[config.mk]
export PLATFORM = sky130hd
export DESIGN_NAME = if_prefetch_queue
export DESIGN_NICKNAME = d
export VERILOG_FILES = /design/src/rtl/if_prefetch_queue.sv
export SDC_FILE = /design/constraint.sdc
export NUM_CORES = 1
export LEC_CHECK = 0
export BUFFER_PORTS_ARGS = -buffer_cell sky130_fd_sc_hd__buf_2
export CORE_MARGIN = 3
export CORE_UTILIZATION = 40
export DETAILED_ROUTE_END_ITERATION = 12
export SKIP_LAST_GASP = 1
export SLEW_MARGIN = 20
export SYNTH_ARGS = -nofsm -noshare
export SYNTH_HDL_FRONTEND = slang
export SYNTH_SLANG_ARGS = --single-unit
[constraint.sdc]
create_clock -name clk -period 5.2 [get_ports clk]
set_input_delay 0.52 -clock clk [delete_from_list [all_inputs] [get_ports clk]]
set_output_delay 0.52 -clock clk [all_outputs]
set_load 0.03 [all_outputs]
[src/rtl/if_prefetch_queue.sv]
// Instruction-fetch front end: PC generation, ROM issue, {pc, inst} prefetch FIFO to decode.
// Optional IF_BYPASS_EN: a return arriving into an empty FIFO is presented to decode in the same cycle.
module if_prefetch_queue #(
  parameter int unsigned DEPTH    = 4,
  parameter logic [31:0] RESET_PC = 32'h0000_0000,
  parameter logic [31:0] PC_STEP  = 32'd4
) (
  input  logic                     clk,
  input  logic                     rst,
  output logic                     rom_ce_o,
  output logic [31:0]              rom_addr_o,
  input  logic [31:0]              rom_data_i,
  input  logic                     branch_flag_i,
  input  logic [31:0]              branch_target_i,
  output logic                     if_valid_o,
  output logic [31:0]              if_pc_o,
  output logic [31:0]              if_inst_o,
  input  logic                     if_ready_i,
  output logic [$clog2(DEPTH):0]   fifo_count_o
);

  localparam int unsigned AW  = $clog2(DEPTH);
  localparam int unsigned CW  = AW + 1;
  localparam int unsigned SW  = CW + 1;
  localparam logic [SW-1:0] DEPTH_C = SW'(DEPTH);

  logic [31:0]   pc_q;
  logic [31:0]   pending_pc_q;
  logic          inflight_q;
  logic [AW-1:0] rd_ptr_q;
  logic [AW-1:0] wr_ptr_q;
  logic [CW-1:0] count_q;
  logic [31:0]   mem_pc   [DEPTH];
  logic [31:0]   mem_inst [DEPTH];

  logic [SW-1:0] credit_sum;
  logic          issue;
  logic          fifo_valid;
  logic          byp_valid;
  logic          deliver;
  logic          push;
  logic          pop;

  // Credit counts the outstanding return too, so a push can never land on a full FIFO.
  assign credit_sum = SW'(count_q) + SW'(inflight_q);
  assign issue      = rst & ~branch_flag_i & (credit_sum < DEPTH_C);

  assign rom_ce_o     = issue;
  assign rom_addr_o   = pc_q;
  assign fifo_count_o = count_q;

  assign fifo_valid = (count_q != '0);

`ifdef IF_BYPASS_EN
  assign byp_valid = ~fifo_valid & inflight_q;
`else
  assign byp_valid = 1'b0;
`endif

  assign if_valid_o = fifo_valid | byp_valid;
  assign deliver    = if_valid_o & if_ready_i & ~branch_flag_i;
  assign pop        = deliver & fifo_valid;
  // A bypassed return that decode takes is consumed, not stored.
  assign push       = inflight_q & ~branch_flag_i & ~(deliver & byp_valid);

  always_comb begin
    if_pc_o   = '0;
    if_inst_o = '0;
    if (fifo_valid) begin
      if_pc_o   = mem_pc[rd_ptr_q];
      if_inst_o = mem_inst[rd_ptr_q];
    end else if (byp_valid) begin
      if_pc_o   = pending_pc_q;
      if_inst_o = rom_data_i;
    end
  end

  // Issue is blocked while branch_flag_i is high, so no return can follow a flush;
  // clearing inflight_q discards whatever is still pending.
  always_ff @(posedge clk or negedge rst) begin
    if (!rst) begin
      pc_q         <= RESET_PC;
      pending_pc_q <= '0;
      inflight_q   <= 1'b0;
      rd_ptr_q     <= '0;
      wr_ptr_q     <= '0;
      count_q      <= '0;
    end else if (branch_flag_i) begin
      pc_q       <= branch_target_i;
      inflight_q <= 1'b0;
      rd_ptr_q   <= '0;
      wr_ptr_q   <= '0;
      count_q    <= '0;
    end else begin
      inflight_q <= issue;
      if (issue) begin
        pc_q         <= pc_q + PC_STEP;
        pending_pc_q <= pc_q;
      end
      if (push) wr_ptr_q <= wr_ptr_q + AW'(1);
      if (pop)  rd_ptr_q <= rd_ptr_q + AW'(1);
      case ({push, pop})
        2'b10:   count_q <= count_q + CW'(1);
        2'b01:   count_q <= count_q - CW'(1);
        default: count_q <= count_q;
      endcase
    end
  end

  always_ff @(posedge clk) begin
    if (push) begin
      mem_pc[wr_ptr_q]   <= pending_pc_q;
      mem_inst[wr_ptr_q] <= rom_data_i;
    end
  end

endmodule
==> impl_metrics.toml <==
[worst_setup_path]
worstRegToRegCells = 8
criticalPathCategory = "reg -> out"
worstPathArrival_ns = 2.78
required_ns = 4.68
timing.rr.start = "fifo_count_o[1]"
r2r-end = "fifo_count_o[2]"
critPathLaunchType = "flop"
r2r_slack_ns = 2.51
crit_fanout = 26
end_kind = "output pin"
crit_end = "if_inst_o[8]"
startpoint = "rd_ptr_q[0]"

[timing]
hold_viol = 0
rsz0062_at_grt = "no"
slew_viol_final = 0
finalCritPeriodShare_pct = 63.4
setup_tns_ns = 0
post-route-min-period_ns = 3.30
timing.final.ws_setup_ns = 1.90
worst_slew_pin_slew_ns = 1.07
slew_headroom_pct = 28.7
setup_viol = 0
clock_skew_ns = 0.00963
fmax_ghz = 0.303

[global_route]
grt_usage_pct = 16.3
grt-ovfl-total = 0
antenna_found_initial = 0
grt_pass1_vias = 7810
grt_max_degree = 72
grt_pass1_wl_microns = 45300

[yosys]
seq_area_frac_synth_pct = 72.0
ys_ff_latch = 328
synthArstFlopShare_pct = 22.0
synth_area_per_cell_sq_um = 16.6
ys.flop_type = "edfxtp_1"
yosysTopAreaCellShare_pct = 58.3
synth_edf_count = 256
synth_top_area_cell = "edfxtp_1"
ys_warn_count = 0
synth_commonest_cells = "edfxtp_1, nand2_1, dfrtp_1"
syn-cell-area_sq_um = 13200
synth_area_leaders = "edfxtp_1, dfrtp_1, mux4_2"
netlist_instances = 796
synthDistinctLibCells = 48
synth_most_common_cell = "edfxtp_1"
syn_nets = 870

[power_and_ir_drop]
p_leak_nw = 5.86
p_per_area_nw_per_um2 = 523
ir_drop_uv = 274

[run_status]
status = "complete, no violations"

[layout]
drive_gt1_share_pct = 31.2
area_growth_pct = 19.2
nNetsFinal = 1047
fillers = 2800
antenna_cells = 0

[die]
pin_count = 169
dieHeight_microns = 188
row_count = 65
die_x_microns = 188
start_util_pct = 41.2
fp.coreArea_sq_um = 32000
dieArea_sq_um = 35200

[clock_network]
clk_pin_slew_ns = 0.06
clock_latency_ns = 0.50
htreeDepth = 2
cts_buffers = 36
cts.sinks = 328
cts_buffer_depth = 3
clock-root-buffer = "clkbuf_16"
cts_tree = "built"

[routing]
wl_per_cell_microns = 20.0
totalWireLength_microns = 28600
dr_total_vias = 7494
ant_nets = 0
route.detailed.drc = 0
first_pass_iters = 5
drt_iter0_markers = 465
drt-vias-per-instance = 5.23

[placed_design]
place_hpwl_microns = 16800
io_buffers = 168
pre_cts_ws_ns = 2.18
gp_congestion = 0.824

[run]
drv_cap = 0

[min_path]
hold_class = "in -> reg"
==> sequential cells by signal, indices dropped and copies added, names as in the netlist <==
name	flops
rom_addr_o	32
fifo_count_o	3
pending_pc_q	32
inflight_q	1
mem_inst	128
mem_pc	128
wr_ptr_q	2
rd_ptr_q	2
==> power breakdown <==
group | switching (mW) | internal, mW | total (mW)
logic | 1.43 | 0.830 | 2.26
clock network | 0.968 | 1.52 | 2.49
registers | 0.312 | 3.16 | 3.47
==> layout by cell type, fill, tap and decap left out, types with 12 or more instances in the layout <==
master and n:
and2_1 67, and3_1 13, buf_2 167, clkbuf_16 37, dfrtp_1 70, edfxtp_1 256
mux4_2 64, nand2_1 124, nand3_1 19, nand4_1 12, nor2_1 13, o21ai_0 17
==> kinds of logic (layout without fill, tap and decap cells) <==
logic type | count (synthesis) | after routing | share of synthesized area, %
AO/OA/AOI/OAI | 59 | 59 | 3.14
XOR/XNOR | 8 | 8 | 0.531
adder cells (fa/ha/maj) | 6 | 6 | 0.626
buffers and inverters | 49 | 252 | 1.52
flip-flops | 328 | 328 | 72.0
multiplexers | 69 | 69 | 11.3
AND/OR/NAND/NOR | 277 | 277 | 10.9
==> how the worst min path moves through the flow <==
stage | start | end | cells past startpoint
after global placement | rst | rom_addr_o[8] | 1
final | rom_data_i[8] | mem_inst[3][8] | 1
after CTS | rom_data_i[4] | mem_inst[3][4] | 1
after global routing | rom_data_i[7] | mem_inst[1][7] | 1
after detailed placement | rst | rom_addr_o[8] | 1
after floorplan | rst | fifo_count_o[0] | 0
==> layout make-up <==
cell class | instances | area, sq um | share of cell area (%)
clock inverters | 17 | 186 | 1.19
repair buffers | 180 | 968 | 6.16
well taps | 435 | 544 | 3.46
flip-flops and latches | 328 | 9500 | 60.4
multi-input cells | 419 | 3510 | 22.4
inverters | 8 | 30.0 | 0.191
clock buffers | 47 | 973 | 6.19
==> layer usage <==
metal,global-route usage (%),vias up,share of wire (%)
met4,4.18,0,1.8
li1,-,3421,-
met5,0,-,0
met1,23.6,3785,46
met2,25.2,246,46
met3,3.63,42,6.3
==> worst max-delay path: stages, from the launching register on <==
cell,delay (ns)
dfrtp_4,0.75
buf_12,0.31
buf_4,0.31
mux4_2,0.54
and2_1,0.17
buf_2,0.17
==> per-stage QoR <==
stage          std cells  hold WS, ns  area (sq um)  util [%]  total power, mW
2_1_floorplan        796        0.224         13200         -             5.06
3_3_place_gp        1367        0.322         14500      45.2             5.79
3_5_place_dp        1367        0.321         14500      45.2             5.82
4_1_cts             1432        0.210         15700      48.9             8.33
5_1_grt             1434        0.213         15700      49.0             8.63
6_report            1434        0.232         15700      49.0             8.22
==> timing repair <==
action	CTS	global route
hold endpoints to repair	1	0
hold buffers	1	0
buffers inserted	0	0
gates resized for setup	0	0
Power figures use the tool's default switching activity.
